===== config.mk =====
export PLATFORM = sky130hd
export DESIGN_NAME = keypad_entry_buffer
export DESIGN_NICKNAME = d
export VERILOG_FILES = /design/src/rtl/keypad_entry_buffer.sv
export SDC_FILE = /design/constraint.sdc
export NUM_CORES = 1
export LEC_CHECK = 0
export ABC_AREA = 1
export CORE_AREA = 2 2 74 76
export CTS_BUF_LIST = sky130_fd_sc_hd__clkbuf_8
export CTS_CLUSTER_SIZE = 16
export DETAILED_ROUTE_END_ITERATION = 12
export DIE_AREA = 0 0 76 78
export HOLD_SLACK_MARGIN = 0.15
export PLACE_DENSITY_LB_ADDON = 0.25
export SETUP_SLACK_MARGIN = 0.3
export SLEW_MARGIN = 20
export SYNTH_ARGS = -nofsm -noshare
export SYNTH_HDL_FRONTEND = slang
export SYNTH_SLANG_ARGS = --single-unit

===== constraint.sdc =====
create_clock -name clk -period 1.3 [get_ports clk]
set_input_delay 0.26 -clock clk [delete_from_list [all_inputs] [get_ports clk]]
set_output_delay 0.26 -clock clk [all_outputs]
set_load 0.02 [all_outputs]

===== src/rtl/keypad_entry_buffer.sv =====
// ---------------------------------------------------------------------------
// keypad_entry_buffer
//
// Sits behind the 4x4 keypad scan driver. The driver toggles cambio_digito
// once per scan in which a key row is active, so a held key produces a
// stream of events. This block accepts only the first event of a press,
// then ignores further events until the line has been quiet for
// RELEASE_CYCLES clocks. Accepted keys build a BCD entry: digits shift in
// at the least significant nibble, with backspace, clear and enter keys.
//
// Parameters:
//   NUM_DIGITS      number of BCD digits in the entry buffer (1..15)
//   RELEASE_CYCLES  quiet clocks before a key counts as released (2..255)
//
// Optional build macro:
//   AUTO_COMMIT_EN  when defined, the digit that fills the buffer also
//                   commits the entry, exactly as if enter had been pressed
//
// Ports:
//   clk            system clock (same clock as the keypad driver)
//   rst            asynchronous, active-high reset
//   digito         key code: 0-9 digit, 0xA enter, 0xB backspace,
//                  0xC clear, anything else ignored
//   cambio_digito  key-event toggle from the driver
//   entry_bcd      live entry, digit 0 in bits [3:0]
//   entry_count    number of digits currently entered
//   value_bcd      last committed value
//   value_valid    one-cycle pulse when value_bcd is updated
//   overflow       sticky flag: digit pressed while the buffer was full
//   busy           high while a key is considered held
// ---------------------------------------------------------------------------
module keypad_entry_buffer #(
  parameter int NUM_DIGITS     = 4,
  parameter int RELEASE_CYCLES = 8
) (
  input  logic                    clk,
  input  logic                    rst,
  input  logic [4:0]              digito,
  input  logic                    cambio_digito,
  output logic [4*NUM_DIGITS-1:0] entry_bcd,
  output logic [3:0]              entry_count,
  output logic [4*NUM_DIGITS-1:0] value_bcd,
  output logic                    value_valid,
  output logic                    overflow,
  output logic                    busy
);

  localparam int              W        = 4 * NUM_DIGITS;
  localparam logic [3:0]      FULL     = 4'(NUM_DIGITS);
  localparam logic [7:0]      REL_LAST = 8'(RELEASE_CYCLES - 1);

  typedef enum logic {
    IDLE,
    HOLD
  } state_t;

  state_t        state, state_nxt;
  logic          tog_q;
  logic [7:0]    quiet, quiet_nxt;
  logic [W-1:0]  entry_nxt, value_nxt;
  logic [3:0]    count_nxt;
  logic          valid_nxt, ovf_nxt;
  logic          key_event;
  logic [W-1:0]  shifted_in;

  // A key event is any difference between the toggle line and its last
  // sampled value, so it is seen at the very first edge after it changes.
  assign key_event  = (cambio_digito != tog_q);

  // Entry with the incoming digit appended at the low nibble; the top
  // nibble falls off, which only matters when the buffer is already full
  // and that case never uses this value.
  assign shifted_in = (entry_bcd << 4) | W'(digito[3:0]);

  assign busy = (state == HOLD);

  // Next-state and key-action logic. Actions happen only on the first
  // event seen from IDLE; while in HOLD, events only restart the quiet
  // counter so a held key (or a bouncing code) is never applied twice.
  always_comb begin
    state_nxt = state;
    quiet_nxt = quiet;
    entry_nxt = entry_bcd;
    count_nxt = entry_count;
    value_nxt = value_bcd;
    valid_nxt = 1'b0;
    ovf_nxt   = overflow;

    case (state)
      IDLE: begin
        if (key_event) begin
          quiet_nxt = 8'd0;
          state_nxt = HOLD;
          case (digito)
            5'h0A: begin
              if (entry_count != 4'd0) begin
                value_nxt = entry_bcd;
                valid_nxt = 1'b1;
                entry_nxt = '0;
                count_nxt = 4'd0;
                ovf_nxt   = 1'b0;
              end
            end
            5'h0B: begin
              if (entry_count != 4'd0) begin
                entry_nxt = entry_bcd >> 4;
                count_nxt = entry_count - 4'd1;
              end
            end
            5'h0C: begin
              entry_nxt = '0;
              count_nxt = 4'd0;
              ovf_nxt   = 1'b0;
            end
            default: begin
              if (digito < 5'd10) begin
                if (entry_count < FULL) begin
`ifdef AUTO_COMMIT_EN
                  if (entry_count == FULL - 4'd1) begin
                    value_nxt = shifted_in;
                    valid_nxt = 1'b1;
                    entry_nxt = '0;
                    count_nxt = 4'd0;
                  end else begin
                    entry_nxt = shifted_in;
                    count_nxt = entry_count + 4'd1;
                  end
`else
                  entry_nxt = shifted_in;
                  count_nxt = entry_count + 4'd1;
`endif
                end else begin
                  ovf_nxt = 1'b1;
                end
              end
            end
          endcase
        end
      end

      HOLD: begin
        if (key_event) begin
          quiet_nxt = 8'd0;
        end else if (quiet == REL_LAST) begin
          quiet_nxt = 8'd0;
          state_nxt = IDLE;
        end else begin
          quiet_nxt = quiet + 8'd1;
        end
      end

      default: begin
        state_nxt = IDLE;
        quiet_nxt = 8'd0;
      end
    endcase
  end

  // State, toggle sampler and all outputs are registered; reset returns
  // everything to zero immediately, dropping any half-seen event.
  always_ff @(posedge clk or posedge rst) begin
    if (rst) begin
      state       <= IDLE;
      tog_q       <= 1'b0;
      quiet       <= 8'd0;
      entry_bcd   <= '0;
      entry_count <= 4'd0;
      value_bcd   <= '0;
      value_valid <= 1'b0;
      overflow    <= 1'b0;
    end else begin
      state       <= state_nxt;
      tog_q       <= cambio_digito;
      quiet       <= quiet_nxt;
      entry_bcd   <= entry_nxt;
      entry_count <= count_nxt;
      value_bcd   <= value_nxt;
      value_valid <= valid_nxt;
      overflow    <= ovf_nxt;
    end
  end

endmodule

==> metrics.md, run 1 <==
| Metric | Value |
|---|---|
| Status | finished with violations |
| Failing checks | setup timing |
| Fin Setup TNS | -7.42 ns |
| Max_cap viols | 0 |
| Syn Area/Cell | roughly 8.5 um^2 |
| TritonCTS sink count | 48 |
| DP Cell Count | between 400 and 500 |
| Final Critical Period | 1.53 ns |
| Cells after Synth | 281 |
| Fmax | between 600 and 700 MHz |
| Mapped Nets | roughly 300 |
| First DRT Iteration DRCs | around 210 |
| Cell Count, Final, Fillers Out | about 470 |
| Syn. warnings | 0 |
| PwrDens | a little over 800 mW/mm^2 |
| PortBufs | between 40 and 50 |
| Initial antenna violation count | 0 |
| #FFs+latches synth | between 40 and 50 |
| Total CTS buffers | 5 |
| CTS tree | yes |
| CTS Buffer Depth | 2 |
| Post-layout total power | 3.31 mW |
| CTS clock-pin slew for the worst setup and hold paths | about 0.09 ns |
| Setup WS pre-CTS | -0.644 ns |
| WHS | approximately 0.23 ns |
| Std-Cell Core Area | 0.00504 mm^2 |
| Yosys cell types | 30 |
| Footprint of the multi-input gates | around 0.0012 mm^2 |
| Element type at the critical path start | flop |
| Initial Util | a little under half |
| Critical path type | flop to flop |
| Final setup margin | -0.235 ns |
| Share of cells above drive strength 1 | 52.9% |
| Final core utilization | between 70% and 80% |
| GR Overflow Total | 0 |
| RD Place Congestion | approximately 0.85 |
| Register area share after synthesis | approximately 50% |
| Filler cells | ~320 |
| Largest net degree at the start of global routing | 22 |
| Vias per inst | between 5 and 6 |
| Die Width | 76 um |
| Final period util | 118% |
| ANT cells | 0 |
| Hold-fix buffers, CTS | 0 |
| DIE AREA | 0.00593 mm^2 |
| CP endpoint kind | flop |
| Fin area | 0.00399 mm^2 |
| First-pass GRT wire length | between 10 and 15 mm |
| Max Slew Vio Count | 0 |
| Placed inst area | around 0.0034 mm^2 |
| Worst Max-Slew Pin Slew | ~0.31 ns |
| Post-DP HPWL | between 4 and 5 mm |
| Row Count | 26 |
| Vias in the first global route | roughly 2300 |
| Relative slew slack | between 70% and 80% |
| Root buf cell | clkbuf_8 |
| Clock Latency Late Sink | ~0.30 ns |
| P&R area growth vs syn | 66.5% |
| Die Ht | 78 um |
| Final wirelength | slightly above 7 mm |
| Lkg Pwr | between 1.5 and 2 nW |
| First-pass DRT Iterations | 4 |
| RSZ-0062 raised after global routing | true |
| Synth Cell Area | around 0.0024 mm^2 |
| I/O pin count | between 40 and 50 |
| Critical path peak fanout | 10 |
| Fin Clk Skew | ~0.0090 ns |
| Post-route ant nets | 0 |
| Routed length per instance | between 15 and 20 um |
| Storage cell area | between 0.001 and 0.0015 mm^2 |
| Min-delay worst type | input pin to asynchronous set/reset pin |
| Critical Path AT | approximately 1.7 ns |
| GRT Total Usage | between 20% and 30% |
| Fin. Hold Viols | 0 |
| DRC viols | 0 |
| H-tree level count | 2 |
| Final Setup Violations | 45 |
| Worst vdd ir | between 0.0005 and 0.0006 V |
| Via Count | 2399 |
| Required time of the critical path | between 1 and 1.5 ns |
| Final Net Count | a little over 400 |
==> flip-flops by register name, summed over array words and instances, names as in the netlist <==
signal       cells
value_bcd       16
value_valid      1
entry_count      4
overflow         1
tog_q            1
quiet            8
entry_bcd       16
busy             1
==> final timing paths <==
path / from / to / slack, ns / cells after the start
max in group asynchronous: rst / entry_count[1] / 0.68 / 3
worst max-delay path: entry_count[3] / entry_bcd[7] / -0.23 / 11
worst min register to register: value_bcd[5] / value_bcd[5] / 0.52 / 2
min in group clk: cambio_digito / tog_q / 0.23 / 1
worst min-delay path: rst / value_bcd[14] / 0.23 / 2
worst max register to register: entry_count[3] / entry_bcd[7] / -0.23 / 11
==> routing by layer <==
metal / track usage [%] / wire (um) / up-vias
li1: - / - / 1146
met1: 27.7 / 3150 / 1153
met3: 3.72 / 315 / 12
met4: 8.73 / 114 / 0
met2: 37.2 / 3680 / 88
met5: 0 / 0 / -
==> cell type report <==
type | instances | area share, %
timing repair buffer | 121 | 31.0
sequential | 48 | 30.3
multi-input combinational | 174 | 29.2
inverter | 50 | 5.05
tap | 70 | 2.20
clock buffer | 6 | 2.07
clock inverter | 2 | 0.282
==> cells in the final DEF, fill, tap and decap left out, drive strengths merged, types with 2 or more instances in the layout <==
| cell | instances |
|---|---|
| nand2 | 65 |
| clkinvlp | 2 |
| nand3 | 17 |
| dfrtp | 48 |
| a21oi | 2 |
| xor2 | 2 |
| a22oi | 2 |
| ha | 3 |
| nand3b | 2 |
| nor2 | 18 |
| buf | 113 |
| clkbuf | 7 |
| o22ai | 12 |
| dlygate4sd2 | 6 |
| nand4 | 3 |
| o21ai | 42 |
| inv | 50 |
==> critical path, stage by stage, from the launching register on <==
cell	delay (ns)
dfrtp_2	0.45
inv_2	0.11
nand2_4	0.07
nor2_4	0.12
inv_2	0.06
nor2_2	0.14
nor2_4	0.06
nand2_4	0.09
inv_6	0.07
buf_12	0.14
nand2_1	0.07
o21ai_2	0.05
==> Yosys cell counts (all sizes together) <==
cell type / count / area (um^2)
a22oi: 2 / 15.0
o21a: 1 / 7.51
xor2: 2 / 17.5
inv: 50 / 190
or2: 1 / 6.26
clkbuf: 3 / 11.3
nor2: 18 / 82.6
nand3b: 2 / 15.0
a21oi: 2 / 10.0
a211oi: 1 / 7.51
nand4: 3 / 18.8
o21ai: 42 / 274
a31oi: 1 / 6.26
nand3: 17 / 95.1
and2: 1 / 6.26
dfrtp: 48 / 1200
nand2: 65 / 262
o22ai: 12 / 75.1
ha: 3 / 37.5
buf: 6 / 48.8
xnor2: 1 / 8.76
==> power breakdown <==
| part | total (mW) | internal [mW] | switching (mW) |
|---|---|---|---|
| registers | 1.63 | 1.57 | 0.0676 |
| logic | 0.752 | 0.368 | 0.384 |
| clock network | 0.920 | 0.425 | 0.495 |
| total | 3.31 | 2.36 | 0.947 |
==> logic make-up (layout without fill, tap and decap cells) <==
| kind of cell | after synthesis | after routing | synth area share (%) |
|---|---|---|---|
| simple gates | 107 | 107 | 20.3 |
| compound gates | 61 | 61 | 16.5 |
| buf+inv | 59 | 179 | 10.4 |
| flops | 48 | 48 | 50.1 |
| xor+xnor | 3 | 3 | 1.10 |
| fa+ha+maj | 3 | 3 | 1.57 |
==> what timing repair did <==
item                                   4_1_cts  5_1_grt
setup endpoints to repair                   86       86
gates resized for setup                    282       27
gates cloned                                 1        1
endpoints found under the hold margin        0        0
pin swaps                                   19       10
buffers inserted                            17        7
Note: power is estimated with default switching activity, not from simulation.
==> inputs of run 2 (changes only) <==
- REMOVE_ABC_BUFFERS: not set -> 1
- SLEW_MARGIN: 20 -> not set
==> metrics.md, run 2 (synthesis results as in run 1) <==
| Metric | Value |
|---|---|
| Final setup margin | -0.244 ns |
| Post-route ant nets | 0 |
| Fmax | ~650 MHz |
| Max_cap viols | 0 |
| Filler cells | between 300 and 400 |
| Biggest regs | entry_bcd: 16 flops, value_bcd: 16 flops, quiet: 8 flops |
| CTS Buffer Depth | 2 |
| Fin Setup TNS | -5.13 ns |
| Max Slew Vio Count | 0 |
| Largest net degree at the start of global routing | between 40 and 50 |
| Final Critical Period | about 1.5 ns |
| I/O pin count | 47 |
| Setup WS pre-CTS | -0.654 ns |
| CP endpoint kind | flop |
| Die Ht | 78 um |
| Status | finished with violations |
| P&R area growth vs syn | 65.7% |
| Root buf cell | clkbuf_8 |
| Relative slew slack | about four fifths |
| Vias in the first global route | between 2000 and 2500 |
| Final Net Count | 419 |
| Commonest non-fill, non-tap cell in the layout | buf_4 |
| Vias per inst | a little under 5 |
| ANT cells | 0 |
| DIE AREA | between 0.005 and 0.006 mm^2 |
| Routed length per instance | approximately 14 um |
| Fin Clk Skew | approximately 0.0055 ns |
| Final period util | 119% |
| Share of cells above drive strength 1 | 50.1% |
| Cell Count, Final, Fillers Out | ~480 |
| Final Setup Violations | between 40 and 50 |
| CTS clock-pin slew for the worst setup and hold paths | roughly 0.09 ns |
| Total CTS buffers | 5 |
| DP Cell Count | between 400 and 500 |
| Final wirelength | 6.87 mm |
| Row Count | 26 |
| Storage cell area | 0.00120 mm^2 |
| DRC viols | 0 |
| Clock Latency Late Sink | between 0.2 and 0.3 ns |
| TritonCTS sink count | 48 |
| Fin. Hold Viols | 0 |
| Via Count | ~2400 |
| Post-DP HPWL | 3.88 mm |
| Critical path peak fanout | 8 |
| Post-layout total power | roughly 3.2 mW |
| GR Overflow Total | 0 |
| Most frequent cells in the layout | 66 x buf_4, 51 x buf_6, 48 x nand2_1 |
| H-tree level count | 2 |
| RSZ-0062 raised after global routing | true |
| Worst Max-Slew Pin Slew | 0.290 ns |
| Worst vdd ir | 0.000525 V |
| Die Width | around 76 um |
| Lkg Pwr | roughly 2.0 nW |
| CTS tree | yes |
| PwrDens | 810 mW/mm^2 |
| Initial antenna violation count | 0 |
| Required time of the critical path | about 1.5 ns |
| First-pass GRT wire length | roughly 10 mm |
| RD Place Congestion | between 0.8 and 0.9 |
| GRT Total Usage | 21.8% |
| First DRT Iteration DRCs | approximately 170 |
| Met3 Use GR | 4.19% |
| Initial Util | between 40% and 50% |
| Std-Cell Core Area | 0.00504 mm^2 |
| GRT met1 Usage | between 20% and 30% |
| Hold-fix buffers, CTS | 0 |
| Element type at the critical path start | flop |
| Final core utilization | between 70% and 80% |
| PortBufs | 46 |
| Most used routing layer in global routing | met2 |
| Critical path type | flop to flop |
| Critical Path AT | approximately 1.8 ns |
| Failing checks | setup timing |
| Footprint of the multi-input gates | 0.00115 mm^2 |
| Min-delay worst type | input pin to flop |
| Global routing usage on met2 | a little under two fifths |
| First-pass DRT Iterations | 4 |
-- run 2: cell types whose count changed in the layout (fill, tap and decap cells not counted), moves of 4 or more --
cell and change:
buf_4 +12, dfrtp_1 +4, dfrtp_2 -4, nand3_2 -5, o21ai_0 +10, o21ai_1 -9
-- run 2: final timing paths --
| kind | cells after the start | to | startpoint | slack (ns) |
|---|---|---|---|---|
| min | 1 | tog_q | cambio_digito | 0.24 |
| min reg2reg | 2 | value_bcd[8] | value_bcd[8] | 0.51 |
| max reg2reg | 12 | entry_bcd[13] | entry_count[3] | -0.24 |
| min in group asynchronous | 3 | entry_bcd[14] | rst | 0.32 |
| max in group asynchronous | 3 | busy | rst | 0.75 |
| max | 12 | entry_bcd[13] | entry_count[3] | -0.24 |
-- run 2: power breakdown --
part	leakage [nW]	internal, mW	switching [mW]
combinational	1.35	0.334	0.349
sequential	0.573	1.57	0.0577
clock	0.0486	0.425	0.483
-- run 2: area by class of cell --
| type | count | area share [%] |
|---|---|---|
| Multi-Input combinational cell | 174 | 29.0 |
| Inverter | 50 | 4.92 |
| Tap cell | 70 | 2.21 |
| Clock inverter | 2 | 0.284 |
| Sequential cell | 48 | 30.3 |
| Timing Repair Buffer | 129 | 31.2 |
| Clock buffer | 6 | 2.08 |
-- run 2: metal layers --
layer | share of wire, % | up-vias
met5 | 0 | -
met4 | 1.9 | 0
met3 | 3.5 | 10
met2 | 51 | 60
met1 | 43 | 1135
li1 | - | 1160
-- run 2: critical path, cell delays in order, from the launching register on --
cell     delay, ns
dfrtp_1       0.42
inv_2         0.10
nand2_4       0.06
nor2_4        0.12
buf_6         0.11
nand2_2       0.05
nand2_2       0.07
nor2_4        0.04
nand2_4       0.09
inv_6         0.06
buf_12        0.12
buf_16        0.13
o21ai_2       0.11
-- run 2: timing repair --
| action | 4_1_cts | 5_1_grt |
|---|---|---|
| gates cloned | 1 | 0 |
| endpoints found under the setup margin | 86 | 86 |
| setup buffers | 22 | 15 |
| pin swaps | 17 | 15 |
| endpoints found under the hold margin | 0 | 0 |
| resized for setup | 294 | 32 |
-- run 2: through the flow --
step                hold WS [ns]  instance area, um^2
floorplan                  0.291                 2340
global placement           0.465                 3260
detailed placement         0.472                 3260
CTS                        0.231                 3730
global route               0.248                 3970
finish                     0.238                 3970
==> inputs of run 3 (changes only) <==
- CORE_AREA: 2 2 74 76 -> 2 2 71 73
- DIE_AREA: 0 0 76 78 -> 0 0 73 75
- clock period: 1.3 -> 1.45 ns (I/O delays scaled with it)
==> metrics.md, run 3 (synthesis results as in run 1) <==
| Metric | Value |
|---|---|
| Biggest regs | entry_bcd: 16 flops, value_bcd: 16 flops, quiet: 8 flops |
| Critical path type | input pin to flop |
| H-tree level count | 2 |
| Relative slew slack | between 80% and 90% |
| Vias per inst | approximately 6 |
| DP Cell Count | a little over 400 |
| Post-DP HPWL | about 3.7 mm |
| CTS Buffer Depth | 2 |
| Initial antenna violation count | 0 |
| Crit-path leading delay family | buffers and inverters |
| Worst path bufs/invs | 4 |
| Initial Util | 51.4% |
| DIE AREA | about 0.0055 mm^2 |
| Fin. Hold Viols | 0 |
| Critical Path Max Stage Delay | 0.27 ns |
| Hold_sp | cambio_digito |
| RD Place Congestion | about 0.85 |
| CTS clock-pin slew for the worst setup and hold paths | 0.10 ns |
| Final setup margin | -0.138 ns |
| PortBufs | 46 |
| Final Setup Violations | 40 |
| Worst Max-Slew Pin Slew | between 0.2 and 0.3 ns |
| Post-route ant nets | 0 |
| First-pass GRT wire length | approximately 11 mm |
| TritonCTS sink count | 48 |
| Storage cell area | 0.00120 mm^2 |
| Max_cap viols | 0 |
| CP endpoint kind | flop |
| Critical Path AT | between 1.5 and 2 ns |
| Cell Count, Final, Fillers Out | 470 |
| Hold-fix buffers, CTS | 0 |
| PwrDens | slightly below 800 mW/mm^2 |
| Die Ht | approximately 75 um |
| Vias in the first global route | 2415 |
| Max Slew Vio Count | 0 |
| Most frequent cells in the layout | 65 x buf_4, 55 x buf_6, 48 x dfrtp_1 |
| GRT Total Usage | 27.1% |
| Final wirelength | 10.2 mm |
| Commonest non-fill, non-tap cell in the layout | buf_4 |
| Critical path peak fanout | 7 |
| Final Critical Period | approximately 1.6 ns |
| Element type at the critical path start | input pin |
| ANT cells | 0 |
| Worst vdd ir | roughly 0.00053 V |
| RR Startpoint | entry_count[2] |
| Final Net Count | about 430 |
| Largest net degree at the start of global routing | 49 |
| Die Width | approximately 73 um |
| Required time of the critical path | 1.69 ns |
| Failing checks | setup timing |
| DRC viols | 0 |
| CP max-delay cell | dlygate4sd2_1 |
| Fin Clk Skew | approximately 0.019 ns |
| Fmax | 630 MHz |
| RSZ-0062 raised after global routing | true |
| Lkg Pwr | around 2.1 nW |
| I/O pin count | 47 |
| CTS tree | yes |
| Critical Path Start | digito[3] |
| First-pass DRT Iterations | 6 |
| Status | finished with violations |
| GR Overflow Total | 0 |
| Most common cell on crit path | buf_4 |
| Std-Cell Core Area | about 0.0047 mm^2 |
| Min-delay worst type | input pin to flop |
| Share of cells above drive strength 1 | approximately 62% |
| Fin Setup TNS | -2.82 ns |
| Total CTS buffers | 5 |
| Filler cells | between 100 and 150 |
| Row Count | 25 |
| Root buf cell | clkbuf_8 |
| Worst-path cell chain | dlygate4sd2_1, buf_4, nand2_1, inv_1, nand3_2, nand3_1, buf_4, o22ai_1, nand2_2, o21ai_2 |
| Footprint of the multi-input gates | ~0.0013 mm^2 |
| P&R area growth vs syn | 78.4% |
| Final period util | 110% |
| First DRT Iteration DRCs | 294 |
| Clock Latency Late Sink | approximately 0.33 ns |
| Routed length per instance | ~22 um |
| Via Count | around 2800 |
[run 3: metrics by stage]
stage / util (%) / hold WS [ns] / setup WS, ns / power (mW) / area, um^2
after CTS: 79.4 / 0.256 / 0.0316 / 3.03 / 3700
after global routing: 91.7 / 0.291 / -0.190 / 3.44 / 4280
final: 91.7 / 0.279 / -0.138 / 3.34 / 4280
after global placement: 68.7 / 0.464 / -0.491 / 1.94 / 3200
after detailed placement: 68.7 / 0.472 / -0.558 / 1.95 / 3200
after floorplan: - / 0.321 / -0.180 / 1.72 / 2340
[run 3: what timing repair did]
action / 4_1_cts / 5_1_grt
pin swaps: 22 / 28
gates resized for setup: 285 / 114
gates cloned: 3 / 2
buffers inserted: 24 / 21
endpoints found under the setup margin: 86 / 85
[run 3: final cells by class]
type,count,share of cell area (%)
inverter,50,4.62
clock inverter,3,1.08
sequential,48,28.1
multi-input combinational,174,31.1
clock buffer,5,1.61
timing repair buffer,136,32.0
tap,54,1.58
[run 3: final timing paths]
| path | cells after the start | slack, ns | end |
|---|---|---|---|
| min | 1 | 0.28 | tog_q |
| max reg2reg | 11 | -0.12 | entry_bcd[8] |
| max in group asynchronous | 3 | 0.89 | quiet[0] |
| min reg2reg | 2 | 0.55 | value_bcd[1] |
| min in group asynchronous | 3 | 0.31 | entry_bcd[10] |
| max | 10 | -0.14 | entry_bcd[8] |
[run 3: power by group]
part | switching (mW) | leakage (nW) | internal [mW] | total (mW)
logic | 0.426 | 1.45 | 0.399 | 0.825
clock network | 0.524 | 0.0548 | 0.521 | 1.04
registers | 0.0677 | 0.573 | 1.40 | 1.47
total | 1.02 | 2.08 | 2.32 | 3.34
[run 3: routing by layer]
layer / up-vias / global-route usage (%) / wire (um)
met5: - / 0 / 0
met4: 0 / 9.05 / 417
met3: 56 / 4.55 / 688
met2: 189 / 47.4 / 5170
met1: 1403 / 34.3 / 3920
li1: 1177 / - / -
